==> config.mk <==
export PLATFORM = sky130hd
export DESIGN_NAME = core_bus_arbiter
export DESIGN_NICKNAME = d
export VERILOG_FILES = /design/src/rtl/core_bus_arbiter_pkg.sv /design/src/rtl/core_bus_arbiter_cbus_req_pack.sv /design/src/rtl/core_bus_arbiter.sv
export SDC_FILE = /design/constraint.sdc
export NUM_CORES = 1
export LEC_CHECK = 0
export BUFFER_PORTS_ARGS = -buffer_cell sky130_fd_sc_hd__buf_2
export CAP_MARGIN = 20
export CELL_PAD_IN_SITES_DETAIL_PLACEMENT = 1
export CELL_PAD_IN_SITES_GLOBAL_PLACEMENT = 2
export CORE_AREA = 5 5 200 202
export CTS_CLUSTER_SIZE = 10
export DETAILED_ROUTE_END_ITERATION = 8
export DIE_AREA = 0 0 205 207
export GPL_ROUTABILITY_DRIVEN = 0
export PLACE_DENSITY = 0.76
export SLEW_MARGIN = 10
export SYNTH_ARGS = -nofsm -noshare
export SYNTH_HDL_FRONTEND = slang
export SYNTH_SLANG_ARGS = --single-unit
==> constraint.sdc <==
create_clock -name clk -period 3.4 [get_ports clk]
set_input_delay 0.68 -clock clk [delete_from_list [all_inputs] [get_ports clk]]
set_output_delay 0.68 -clock clk [all_outputs]
set_load 0.05 [all_outputs]
==> src/rtl/core_bus_arbiter_pkg.sv <==
// Shared bus types for the core's memory-side interfaces, plus the
// arbiter-local FSM state and owner encodings.
package common;

  typedef logic [63:0] addr_t;
  typedef logic [63:0] word_t;
  typedef logic [31:0] iword_t;
  typedef logic [7:0]  strobe_t;

  // Transfer size per beat, encoded as log2(bytes).
  typedef enum logic [2:0] {
    MSIZE1 = 3'd0,
    MSIZE2 = 3'd1,
    MSIZE4 = 3'd2,
    MSIZE8 = 3'd3
  } msize_t;

  // Burst length, encoded as (beats - 1).
  typedef enum logic [3:0] {
    MLEN1  = 4'd0,
    MLEN2  = 4'd1,
    MLEN4  = 4'd3,
    MLEN8  = 4'd7,
    MLEN16 = 4'd15
  } mlen_t;

  typedef enum logic [1:0] {
    AXI_BURST_FIXED = 2'd0,
    AXI_BURST_INCR  = 2'd1,
    AXI_BURST_WRAP  = 2'd2
  } axi_burst_type_t;

  typedef struct packed {
    logic  valid;
    addr_t addr;
  } ibus_req_t;

  typedef struct packed {
    logic   addr_ok;
    logic   data_ok;
    iword_t data;
  } ibus_resp_t;

  typedef struct packed {
    logic    valid;
    addr_t   addr;
    msize_t  size;
    strobe_t strobe;
    word_t   data;
  } dbus_req_t;

  typedef struct packed {
    logic  addr_ok;
    logic  data_ok;
    word_t data;
  } dbus_resp_t;

  typedef struct packed {
    logic            valid;
    logic            is_write;
    msize_t          size;
    addr_t           addr;
    strobe_t         strobe;
    word_t           data;
    mlen_t           len;
    axi_burst_type_t burst;
  } cbus_req_t;

  typedef struct packed {
    logic  ready;
    logic  last;
    word_t data;
  } cbus_resp_t;

  // Arbiter FSM state and the client that owns the current transaction.
  typedef enum logic [1:0] {
    IDLE = 2'd0,
    REQ  = 2'd1,
    RESP = 2'd2
  } arb_state_t;

  typedef enum logic {
    INST = 1'b0,
    DATA = 1'b1
  } arb_owner_t;

  // Select the 32-bit instruction word out of a 64-bit memory beat using
  // bit 2 of the fetch address.
  function automatic iword_t inst_word(input addr_t addr, input word_t beat);
    return addr[2] ? beat[63:32] : beat[31:0];
  endfunction

endpackage

==> src/rtl/core_bus_arbiter_cbus_req_pack.sv <==
// Combinational converter from an ibus or dbus request to a single-beat
// cbus request. The arbiter registers the result at grant time.
module cbus_req_pack
  import common::*;
(
  input  ibus_req_t ireq_i,
  input  dbus_req_t dreq_i,
  input  logic      sel_data_i,
  output cbus_req_t creq_o
);

  // Build the cbus request for whichever client is selected.
  always_comb begin
    // NOTE: every output gets a default before the branches so no path
    // leaves a field unassigned and no latch is inferred.
    creq_o       = '0;
    creq_o.valid = 1'b1;
    creq_o.len   = MLEN1;
    creq_o.burst = AXI_BURST_FIXED;
    if (sel_data_i) begin
      creq_o.is_write = |dreq_i.strobe;
      creq_o.size     = dreq_i.size;
      creq_o.addr     = dreq_i.addr;
      creq_o.strobe   = dreq_i.strobe;
      creq_o.data     = dreq_i.data;
    end else begin
      creq_o.is_write = 1'b0;
      creq_o.size     = MSIZE4;
      creq_o.addr     = ireq_i.addr;
      creq_o.strobe   = '0;
      creq_o.data     = '0;
    end
  end

endmodule

==> src/rtl/core_bus_arbiter.sv <==
// Merges the instruction and data buses onto the single cbus port. One
// single-beat transaction is in flight at a time; DATA wins ties. The cbus
// request is fully registered, and each response is returned to its owner
// as a one-cycle addr_ok/data_ok pulse.
module core_bus_arbiter
  import common::*;
(
  input  logic       clk,
  input  logic       reset,
  input  ibus_req_t  ireq,
  output ibus_resp_t iresp,
  input  dbus_req_t  dreq,
  output dbus_resp_t dresp,
  output cbus_req_t  creq,
  input  cbus_resp_t cresp
);

  arb_state_t state_q, state_d;
  arb_owner_t owner_q, owner_d;
  cbus_req_t  req_q,   req_d;
  word_t      rdata_q, rdata_d;

  cbus_req_t  grant_req;
  logic       beat_done;

  // DATA has priority, so the converter follows dreq.valid directly.
  cbus_req_pack u_pack (
    .ireq_i     (ireq),
    .dreq_i     (dreq),
    .sel_data_i (dreq.valid),
    .creq_o     (grant_req)
  );

  assign beat_done = cresp.ready && cresp.last;

  // State register: FSM state, owner, latched request and response data.
  always_ff @(posedge clk) begin
    // NOTE: sequential state uses non-blocking assignments so every
    // register samples its pre-edge value regardless of statement order.
    if (reset) begin
      state_q <= IDLE;
      owner_q <= INST;
      req_q   <= '0;
      rdata_q <= '0;
    end else begin
      state_q <= state_d;
      owner_q <= owner_d;
      req_q   <= req_d;
      rdata_q <= rdata_d;
    end
  end

  // Next-state logic: grant in IDLE, wait for the beat in REQ, return to IDLE.
  always_comb begin
    state_d = state_q;
    owner_d = owner_q;
    req_d   = req_q;
    rdata_d = rdata_q;
    unique case (state_q)
      IDLE: begin
        if (dreq.valid || ireq.valid) begin
          state_d = REQ;
          owner_d = dreq.valid ? DATA : INST;
          req_d   = grant_req;
        end
      end
      REQ: begin
        // ready without last is impossible for a one-beat transfer and is
        // simply ignored, keeping the request on the bus.
        if (beat_done) begin
          state_d = RESP;
          req_d   = '0;
          if (owner_q == INST) begin
            rdata_d = {32'h0, inst_word(req_q.addr, cresp.data)};
          end else begin
            rdata_d = cresp.data;
          end
        end
      end
      RESP: begin
        // No grant here: a client still holding valid from the request just
        // served must not be granted a second time.
        state_d = IDLE;
      end
      default: begin
        state_d = IDLE;
        req_d   = '0;
      end
    endcase
  end

  // Output logic: registered cbus request, one-cycle response pulse to owner.
  always_comb begin
    creq  = req_q;
    iresp = '0;
    dresp = '0;
    if (state_q == RESP) begin
      if (owner_q == DATA) begin
        dresp.addr_ok = 1'b1;
        dresp.data_ok = 1'b1;
        dresp.data    = rdata_q;
      end else begin
        iresp.addr_ok = 1'b1;
        iresp.data_ok = 1'b1;
        iresp.data    = rdata_q[31:0];
      end
    end
  end

endmodule

* Word level (Yosys, flattened, before mapping) *
Index checks and enable logic that the tools add are counted.

word-level totals
  memories kept = 0
  input port bits = 273
  output and inout port bits = 247
  latch bits = 0
  memory bits (read-only) = 0
  word-level logic and storage cells = 38
  bits in registers = 214
  RAM bits = 0

operators by class
  equality and inequality tests = 4
  shift operators = 0
  bitwise gates (word level) = 1
  reduce and logical (&&, ||, !) cells = 8
  multiply operators = 0
  add/sub/neg operators = 0
  $lt $le $gt $ge = 0
  mux-type cells = 14
  divide/modulo/power cells = 0

operators with widths
  cell                number
  $pmux 147 s3        1
  $mux 147            2
  $mux 140            1
  $mux 66             2
  $mux 34             2
  $mux 64             1
  $mux 32             1
  $reduce_or 8->1     1
  $reduce_and 2->1    3
  $mux 2              2
  $ne 2x2->1 const B  2
  $pmux 2 s2          1
  $reduce_and 3->1    1
  $eq 2x1->1 const B  1
  $eq 2x2->1 const B  1
  $logic_not 2->1     1
  $logic_and 1x1->1   1
  $logic_or 1x1->1    1
  $mux 1              1
  $not 1->1           1

* Longest topological paths before layout *
Gate-level depths: netlist (run 1).

  depth after elaboration = 4
  mapped depth = 6
  mapped depth without buffers = 3

* Hierarchy *
A second synthesis (run 1) with hierarchy kept.

second synthesis, totals
  cells, all modules = 875
  area, all modules = 9047.4 sq um

modules (own cells, without submodules)
  module            cells each  times used  seq. area each (sq um)  area an instance (sq um)
  core_bus_arbiter  708         1           4284.1                  7584.8
  cbus_req_pack     167         1           0.0                     1462.7

* Worst setup path before layout (run 1) *
OpenSTA, ideal clock, no wires.

  path type = reg2out
  start point = register state_q[0]
  end point = output iresp[23] in the netlist's numbering
  arrival = 1.949 ns
  required time = 2.720 ns
  path slack = 0.771 ns
  cell stages (with the launch flop) = 5
  buffers on the path = 2
  cell sequence = dfxtp_1 buf_2 nor3b_1 clkbuf_1 and2_1

RTL lines
  what                      RTL line                source
  start: declaration        core_bus_arbiter.sv:18  arb_state_t state_q, state_d;
  start signal: assignment  core_bus_arbiter.sv:46  state_q <= state_d;
  end: declaration          core_bus_arbiter.sv:11  output ibus_resp_t iresp,

==> out/results.tsv, run 1 <==
metric	value	unit
total_power	6350	uW
cap_violations	0	
cts_tree	done	
first_global_vias	8429	
drc	0	
startpoint	state_q[1]	
synth.most_common_cell	dfxtp_1	
cts-resized-gates	0	
cp.depth	4	
ff2ff_path_depth	5	
critPathMaxFanout	63	
rows	72	
dieArea	42400	um^2
met1_usage	17.6	%
floorplan.initialDensity	21.5	%
yosysTopAreaCell	dfxtp_1	
synth_area_leaders	dfxtp_1 51%, mux2i_1 12%, a22o_1 11%, and2_1 7.5%, o2bb2ai_1 6.9%	
ys_seq_area_share	50.8	%
syn_area	8190	um^2
globalRouteOverflowTotal	0	
setup.worst_path.start_class	register	
async_flop_share	0	%
clock.fmax	336	MHz
holdBufCountCts	0	
final_cell_area	12100	um^2
busiest_layer	met2	
power-per-cell-area	526	nW/um^2
drv_slew	0	
yosysTopAreaCellShare	50.8	%
cp-endpoint	dresp[61]	
root_buffer	clkbuf_16	
finalSetupTns	0	ps
grt_use_total	15.5	%
r2r_slack	1320	ps
synth_edf_count	0	
cts_setup_buffers	0	
grt_pass1_wl	52000	um
critPathMaxStageDelay	510	ps
skew	6.41	ps
clk_latency	530	ps
clock-sinks	208	
numCtsBuffers	26	
rsz0062_at_grt	false	
wirelength	34700	um
place_area	11300	um^2
worst_pin_slew	869	ps
nets	1508	
drtPass1Iterations	4	
worstPathCellList	and3_2, buf_4, and2_1, buf_2	
period_minus_slack	2980	ps
avgSynthCellArea	11.0	um^2
h-tree-depth	1	
netlist_instances	745	
yosys.cell_types.count	32	
met2_usage	27.3	%
num_io_pins	520	
drive_gt1_share	46.7	%
postRouteAntennaNets	0	
critPathTopFamily	buffers and inverters	
r2r-start	state_q[0]	
critical_path.endpoint_type	output port	
setup_viol	0	
status	completed	
dieWidth	205	um
area_growth	47.4	%
first_iter_violations	228	
vias	7719	
relSlewSlack	42.0	%
antenna_found_initial	15	
postLayoutCoreUtil	31.7	%
hold_class	primary input to register	
synth_common_cells	208 x dfxtp_1, 107 x a22o_1, 98 x and2_1	
met3_usage	5.68	%
critPathArrivalTime	2300	ps
synthFlopType	dfxtp_1	
timing.final.crit_share	87.5	%
crit_type	register to output port	
dieHeight	207	um
fillers	4483	
coreArea	38100	um^2
hold_viol_final	0	
crit_path_top_delay_cell	dfxtp_1	
p_leak	0.00613	uW
grt_max_degree	76	
path_buf_inv	2	
ys_warn_count	0	
ys_seq_elements	208	
port_buffers	513	
dp_hpwl	26900	um
crit_required	2720	ps
irDropWorstVdd	0.000302	V
cts_max_path_buffers	3	
r2r_end	creq[36]	
clk_pin_slew	50	ps
wl_per_cell	19.6	um
via_per_inst	4.37	
==> worst register-to-register path, cell delays in order (launching register included) <==
cell and delay [ps]:
dfxtp_1 580, or3b_1 470, o32ai_4 250, buf_12 250
buf_12 260, a22o_1 220
==> metrics by stage <==
stage	instances	worst slack [ps]	hold WS [ps]
floorplan	750	771	441
global placement	1725	968	439
detailed placement	1725	965	441
CTS	1761	373	328
global route	1763	267	345
finish	1766	424	360
==> worst min path at each step <==
| stage | startpoint | depth (start not counted) | to | slack [ps] |
|---|---|---|---|---|
| after global routing | dreq[16] | 2 | creq[22] | 340 |
| after floorplan | rdata_q[32] | 1 | rdata_q[32] | 440 |
| after global placement | creq[113] | 1 | creq[113] | 440 |
| after CTS | dreq[31] | 2 | creq[37] | 330 |
| final | dreq[74] | 2 | creq[144] | 360 |
| after detailed placement | creq[123] | 1 | creq[123] | 440 |
==> cell usage in the layout (no fill, tap or decap), types with 2 or more instances in the layout <==
cell       Yosys  final
o21ai_0        2      2
clkinv_2       0      2
diode_2        0      5
dfxtp_1      208    208
nor2_1        35     33
nand2_1        2      2
buf_4         18     18
nor2_2         0      2
clkbuf_16      0     27
buf_2         23    512
conb_1         1      6
nor4_1         2      2
clkbuf_8       0      5
buf_12         0      5
mux2i_1       96     96
a21oi_1        3      3
o2bb2ai_1     65     65
a211oi_1      32     32
a22o_1       107    107
and2_1        98     98
inv_1          2      2
==> cells by family (layout without fill, tap and decap cells) <==
family                 Yosys count  after routing  synth area share [%]
AOI/OAI and AO/OA              214            214                  22.3
buffers and inverters           80            573                  4.93
DFF                            208            208                  50.8
muxes                           96             96                  11.7
other                            1             11                0.0458
and+or+nand+nor                146            146                  10.2
==> state kept, by name, summed over array words and instances, names as in the netlist <==
signal,count
creq,141
rdata_q,64
state_q,2
owner_q,1
==> per-layer routing <==
metal	wire length [um]	part of all wire [%]	vias to the layer above
li1	-	-	3713
met1	13300	38	3599
met2	17000	49	337
met3	3320	9.6	56
met4	877	2.5	14
met5	98	0.28	-
==> power by group <==
| part | switching (uW) | internal [uW] | total (uW) | leakage, uW |
|---|---|---|---|---|
| Combinational | 784 | 367 | 1150 | 0.00405 |
| Sequential | 86.0 | 2580 | 2670 | 0.00170 |
| Clock | 1020 | 1510 | 2530 | 0.000378 |
==> area by class of cell <==
| class | instances | area, um^2 | area share [%] |
|---|---|---|---|
| sequential | 208 | 4160 | 34.5 |
| multi-input combinational | 462 | 3680 | 30.5 |
| timing repair buffer | 535 | 2800 | 23.2 |
| clock buffer | 33 | 748 | 6.20 |
| tap | 518 | 648 | 5.37 |
| clock inverter | 3 | 17.5 | 0.145 |
| antenna | 5 | 12.5 | 0.104 |
| inverter | 2 | 7.51 | 0.0622 |
(Power assumes the default switching activity.)
==> inputs of run 2 (changes only) <==
--- a/config.mk
+++ b/config.mk
@@ -7,15 +7,15 @@
 export LEC_CHECK = 0
 export BUFFER_PORTS_ARGS = -buffer_cell sky130_fd_sc_hd__buf_2
 export CAP_MARGIN = 20
-export CELL_PAD_IN_SITES_DETAIL_PLACEMENT = 1
-export CELL_PAD_IN_SITES_GLOBAL_PLACEMENT = 2
+export CELL_PAD_IN_SITES_DETAIL_PLACEMENT = 0
+export CELL_PAD_IN_SITES_GLOBAL_PLACEMENT = 1
 export CORE_AREA = 5 5 200 202
 export CTS_CLUSTER_SIZE = 10
 export DETAILED_ROUTE_END_ITERATION = 8
 export DIE_AREA = 0 0 205 207
 export GPL_ROUTABILITY_DRIVEN = 0
-export PLACE_DENSITY = 0.76
-export SLEW_MARGIN = 10
+export PLACE_DENSITY = 0.63
+export SLEW_MARGIN = 15
 export SYNTH_ARGS = -nofsm -noshare
 export SYNTH_HDL_FRONTEND = slang
 export SYNTH_SLANG_ARGS = --single-unit
==> run 2 against run 1 <==
Clock-buffer cell count increased by 4; fmax decreased by 3.2%; worst setup slack got worse by 98 ps; critical path depth decreased by 1; highest routed layer unchanged; flip-flop and latch count unchanged; largest power group unchanged; routed wire length decreased by 5.9%; via count decreased by 1.5%; register-to-register slack got worse by 50 ps.
==> out/results.tsv, run 2 (synthesis gave the netlist of run 1 again) <==
metric	value	unit	change
clk_latency	530	ps	about the same
area_growth	46.3	%	was 47.4%
critPathTopFamily	simple AND/OR/NAND/NOR gates		was buffers and inverters
grt_max_degree	124		was 76
antenna_found_initial	14		was 15
root_buffer	clkbuf_16		unchanged
crit_type	register to output port		unchanged
clk_pin_slew	60	ps	was 50 ps
crit_path_top_delay_cell	and3_2		was dfxtp_1
port_buffers	513		unchanged
dieWidth	205	um	unchanged
setup.worst_path.start_class	register		unchanged
numCtsBuffers	26		unchanged
seq_area	4160	um^2	unchanged
first_global_vias	7834		was 8,429
vias	7606		was 7,719
timing.final.crit_share	90.4	%	was 87.5%
h-tree-depth	1		unchanged
path_buf_inv	1		was 2
setup_viol	0		unchanged
p_leak	0.00607	uW	was 0.00613 uW
relSlewSlack	39.6	%	was 42.0%
critPathMaxFanout	66		was 63
irDropWorstVdd	0.000296	V	was 0.000302 V
cap_violations	0		unchanged
rows	72		unchanged
dp_hpwl	24800	um	was 26,900 um
postRouteAntennaNets	0		unchanged
cts-resized-gates	0		unchanged
worst_pin_slew	906	ps	was 869 ps
grt_use_total	14.3	%	was 15.5%
globalRouteOverflowTotal	0		unchanged
p_clk_share	40.5	%	was 39.9%
fillers	4043		was 4,483
first_iter_violations	315		was 228
drc	0		unchanged
postLayoutCoreUtil	31.5	%	was 31.7%
critical_path.endpoint_type	output port		unchanged
drtPass1Iterations	4		unchanged
multiInputGateArea	3680	um^2	unchanged
dieArea	42400	um^2	unchanged
cts_setup_buffers	0		unchanged
period_minus_slack	3070	ps	was 2980 ps
critPathArrivalTime	2390	ps	was 2300 ps
power-per-cell-area	530	nW/um^2	was 526 nW/um^2
fin_hold_ws	359	ps	was 360 ps
holdBufCountCts	0		unchanged
clock-sinks	208		unchanged
skew	15.2	ps	was 6.41 ps
drv_slew	0		unchanged
seq_power_share	41.9	%	was 42.0%
via_per_inst	4.31		was 4.37
wirelength	32600	um	was 34,700 um
switching_power	1880	uW	was 1890 uW
critPathMaxStageDelay	820	ps	was 510 ps
combPwrFrac	17.6	%	was 18.1%
place_area	11200	um^2	was 11,300 um^2
drive_gt1_share	45.9	%	was 46.7%
status	completed		unchanged
floorplan.initialDensity	21.5	%	unchanged
cts_max_path_buffers	3		unchanged
hold_class	primary input to register		unchanged
final_common_cell	buf_2		unchanged
layout_common_cells	512 x buf_2, 208 x dfxtp_1, 107 x a22o_1, 98 x and2_1, 96 x mux2i_1		unchanged
clock.fmax	325	MHz	was 336 MHz
dieHeight	207	um	unchanged
p_sw_share	29.6	%	was 29.7%
num_io_pins	520		unchanged
wl_per_cell	18.5	um	was 19.6 um
finalSetupTns	0	ps	unchanged
rsz0062_at_grt	false		unchanged
cts_tree	done		unchanged
crit_required	2720	ps	about the same
grt_pass1_wl	48100	um	was 52,000 um
largest_register_ff_count	141		unchanged
hold_viol_final	0		unchanged
coreArea	38100	um^2	unchanged
p_int	4480	uW	was 4460 uW
nets	1500		was 1,508
final_cell_area	12000	um^2	was 12,100 um^2
worstPathCellList	and3_2, and2_1, buf_2		was and3_2, buf_4, and2_1, buf_2
==> run 2: changes by cell type in the layout (fill, tap and decap cells not counted), sizes merged <==
cell and delta:
clkbuf +4, diode +2, clkinv -1, bufinv +1
buf -8, clkinvlp -1
==> run 2: final cells by class <==
cell class,count,area share (%)
clock inverter,2,0.324
antenna,7,0.146
timing repair buffer,527,22.5
clock buffer,37,6.12
inverter,2,0.0626
tap,518,5.41
multi-input combinational,462,30.7
sequential,208,34.7
==> run 2: metal layers <==
layer	vias up	global-route usage, %	wire length, um
met5	-	0	64
met4	10	3.63	504
met3	47	5.36	3350
met2	344	24.8	15700
met1	3506	16.5	13000
li1	3699	-	-
==> run 2: worst paths after layout <==
check	start	endpoint	slack, ps	cells past startpoint
worst max-delay path	state_q[1]	dresp[25]	330	3
worst min-delay path	dreq[56]	creq[62]	360	2
worst max register to register	state_q[0]	creq[31]	1270	4
worst min register to register	creq[122]	creq[122]	460	1
==> run 2: per-stage QoR <==
step	std cells	total power, uW	setup WS, ps
after floorplan	750	3450	771
after global placement	1717	3840	923
after detailed placement	1717	3840	885
after CTS	1756	6460	281
after global routing	1759	6650	49.9
final	1763	6350	326
==> run 2: power by group through the flow <==
| stage | sequential, uW | combinational (uW) | clock (uW) |
|---|---|---|---|
| after detailed placement | 2710 | 1130 | 0 |
| after floorplan | 3090 | 355 | 0 |
| after global placement | 2710 | 1130 | 0 |
| final | 2660 | 1120 | 2570 |
| after CTS | 2660 | 1130 | 2670 |
| after global routing | 2680 | 1190 | 2780 |
==> inputs of run 3 (changes only) <==
--- a/config.mk
+++ b/config.mk
@@ -5,6 +5,7 @@
 export SDC_FILE = /design/constraint.sdc
 export NUM_CORES = 1
 export LEC_CHECK = 0
+export ABC_AREA = 1
 export BUFFER_PORTS_ARGS = -buffer_cell sky130_fd_sc_hd__buf_2
 export CAP_MARGIN = 20
 export CELL_PAD_IN_SITES_DETAIL_PLACEMENT = 0
@@ -14,8 +15,9 @@
 export DETAILED_ROUTE_END_ITERATION = 8
 export DIE_AREA = 0 0 205 207
 export GPL_ROUTABILITY_DRIVEN = 0
-export PLACE_DENSITY = 0.63
+export PLACE_DENSITY = 0.76
 export SLEW_MARGIN = 15
 export SYNTH_ARGS = -nofsm -noshare
 export SYNTH_HDL_FRONTEND = slang
+export SYNTH_HIERARCHICAL = 1
 export SYNTH_SLANG_ARGS = --single-unit
==> run 3 against run 2 <==
Routed wire length grew 23%; fmax grew 1.4%; critical path type unchanged; total power grew 4.3%; clock power is essentially flat; global-route usage grew 3.3 points; combinational power grew 22%; sequential power grew 2%; hold slack gained 78 ps; final area grew 14%; sequential share of layout area shrank 3.4 points; area after synthesis grew 23%; via count grew 49%.
==> out/results.tsv, run 3 <==
metric	value	unit	change
clk_pin_slew	50	ps	was 60 ps
h-tree-depth	1		unchanged
synth_common_cells	664 x nand2_1, 214 x dfxtp_1, 149 x a21oi_1		was 208 x dfxtp_1, 107 x a22o_1, 98 x and2_1
drive_gt1_share	28.9	%	was 45.9%
critical_path.endpoint_type	output port		unchanged
cts_setup_buffers	0		unchanged
yosys.area_share.xor_xnor	0	%	unchanged
p_sw_share	32.1	%	was 29.6%
relSlewSlack	32.4	%	was 39.6%
critPathMaxFanout	20		was 66
yosys.cell_types.count	19		was 32
cts-resized-gates	0		unchanged
ys_warn_count	6		was 0
yosysTopAreaCellShare	42.7	%	was 50.8%
globalRouteOverflowTotal	0		unchanged
ys_seq_area_share	42.7	%	was 50.8%
clk_latency	520	ps	was 530 ps
drc	0		unchanged
avgSynthCellArea	6.38	um^2	was 11.0 um^2
p_int	4500	uW	was 4480 uW
floorplan.initialDensity	26.4	%	was 21.5%
skew	9.33	ps	was 15.2 ps
switching_power	2130	uW	was 1880 uW
synthFlopType	dfxtp_1		unchanged
grt_pass1_wl	60900	um	was 48,100 um
drv_slew	0		unchanged
syn_area	10000	um^2	was 8190 um^2
crit_required	2720	ps	about the same
grt_use_total	17.6	%	was 14.3%
postRouteAntennaNets	0		unchanged
yosysTopAreaCell	dfxtp_1		unchanged
fin_cells	2558		was 1,763
synth_edf_count	0		unchanged
drtPass1Iterations	6		was 4
synth_compound_area_share	10.7	%	was 22.3%
cap_violations	0		unchanged
wirelength	40200	um	was 32,600 um
hold_class	primary input to register		unchanged
coreArea	38100	um^2	unchanged
crit_type	register to output port		unchanged
port_buffers	519		was 513
setup_viol	0		unchanged
clock.fmax	330	MHz	was 325 MHz
yosys.area_share.simple	35.5	%	was 10.2%
dp_hpwl	29800	um	was 24,800 um
nets	2299		was 1,500
async_flop_share	0	%	unchanged
irDropWorstVdd	0.000288	V	was 0.000296 V
timing.final.crit_share	89.1	%	was 90.4%
yosys.area_share.adder	0	%	unchanged
dieWidth	205	um	unchanged
via_per_inst	4.42		was 4.31
antenna_found_initial	8		was 14
status	completed		unchanged
wl_per_cell	15.7	um	was 18.5 um
numCtsBuffers	27		was 26
final_common_cell	nand2_1		was buf_2
p_clk_share	38.3	%	was 40.5%
synth_top_family_by_area	simple AND/OR/NAND/NOR gates		was compound AO/OA/AOI/OAI gates
layout_common_cells	664 x nand2_1, 517 x buf_2, 213 x dfxtp_1, 149 x a21oi_1, 137 x nor2_1		was 512 x buf_2, 208 x dfxtp_1, 107 x a22o_1, 98 x and2_1, 96 x mux2i_1
dieHeight	207	um	unchanged
netlist_instances	1575		was 745
synth_mux_area_share	0	%	was 11.7%
root_buffer	clkbuf_16		unchanged
hold_viol_final	0		unchanged
cts_tree	done		unchanged
period_minus_slack	3030	ps	was 3070 ps
critPathArrivalTime	2350	ps	was 2390 ps
ys_seq_elements	214		was 208
worst_pin_slew	1010	ps	was 906 ps
clock-sinks	214		was 208
p_leak	0.00719	uW	was 0.00607 uW
synth_area_leaders	dfxtp_1 43%, nand2_1 25%, a21oi_1 7.4%, nor2_1 5.1%, inv_1 4.1%		was dfxtp_1 51%, mux2i_1 12%, a22o_1 11%, and2_1 7.5%, o2bb2ai_1 6.9%
largest_register_ff_count	147		was 141
seq_power_share	41.0	%	was 41.9%
grt_max_degree	150		was 124
cts_max_path_buffers	3		unchanged
finalSetupTns	0	ps	unchanged
num_io_pins	520		unchanged
rows	72		unchanged
dp.cells	2514		was 1,717
setup.worst_path.start_class	register		unchanged
vias	11300		was 7,606
combPwrFrac	20.6	%	was 17.6%
first_global_vias	11000		was 7,834
power-per-cell-area	485	nW/um^2	was 530 nW/um^2
dieArea	42400	um^2	unchanged
first_iter_violations	598		was 315
area_growth	36.1	%	was 46.3%
synth.most_common_cell	nand2_1		was dfxtp_1
holdBufCountCts	0		unchanged
rsz0062_at_grt	false		unchanged
-- run 3: final timing paths --
kind                            slack [ps]        from     endpoint  depth (start not counted)
worst min-delay path                   440   cresp[57]  rdata_q[57]                          3
worst max register to register        1460  state_q[0]     creq[39]                          6
worst max-delay path                   370  state_q[1]    dresp[21]                          6
worst min register to register         460   creq[121]    creq[121]                          2
-- run 3: routing by layer --
layer,wire [um],GRT usage [%]
met1,15700,20.2
met2,19700,31.4
met3,3740,5.69
met4,995,4.44
met5,35,0
-- run 3: critical path, cell delays in order, from the launching register on --
cell,delay [ps]
dfxtp_1,390
nand2_2,240
nor2_1,250
inv_1,280
buf_16,250
nor2_1,120
buf_2,280
-- run 3: cell families (layout without fill, tap and decap cells) --
group | count (synthesis) | after routing
AOI/OAI and AO/OA | 214 | 214
buffers and inverters | 242 | 697
DFF | 214 | 214
other | 2 | 12
and+or+nand+nor | 903 | 903
-- run 3: area by class of cell --
cell class / count / area (um^2)
Inverter: 116 / 438
Clock buffer: 34 / 722
Fill cell: 4275 / 24400
Antenna cell: 5 / 12.5
Clock inverter: 4 / 23.8
Sequential cell: 214 / 4290
Multi-Input combinational cell: 1124 / 4680
Tap cell: 518 / 648
Timing Repair Buffer: 543 / 2870
-- run 3: power groups by stage --
stage               Clock (uW)  Sequential [uW]  Combinational [uW]
floorplan                    0             3140                 567
finish                    2540             2720                1370
global route              2730             2730                1490
global placement             0             2770                1380
detailed placement           0             2770                1380
CTS                       2630             2720                1390
-- run 3: stage by stage --
step | utilization, % | power (uW) | worst slack (ps) | cell area (um^2) | hold slack (ps)
3_5_place_dp | 33.8 | 4150 | 703 | 12900 | 449
6_report | 35.9 | 6630 | 370 | 13700 | 437
4_1_cts | 35.8 | 6730 | 129 | 13600 | 406
2_1_floorplan | - | 3700 | 445 | 10100 | 453
5_1_grt | 35.9 | 6960 | 126 | 13700 | 420
3_3_place_gp | 33.8 | 4150 | 810 | 12900 | 445
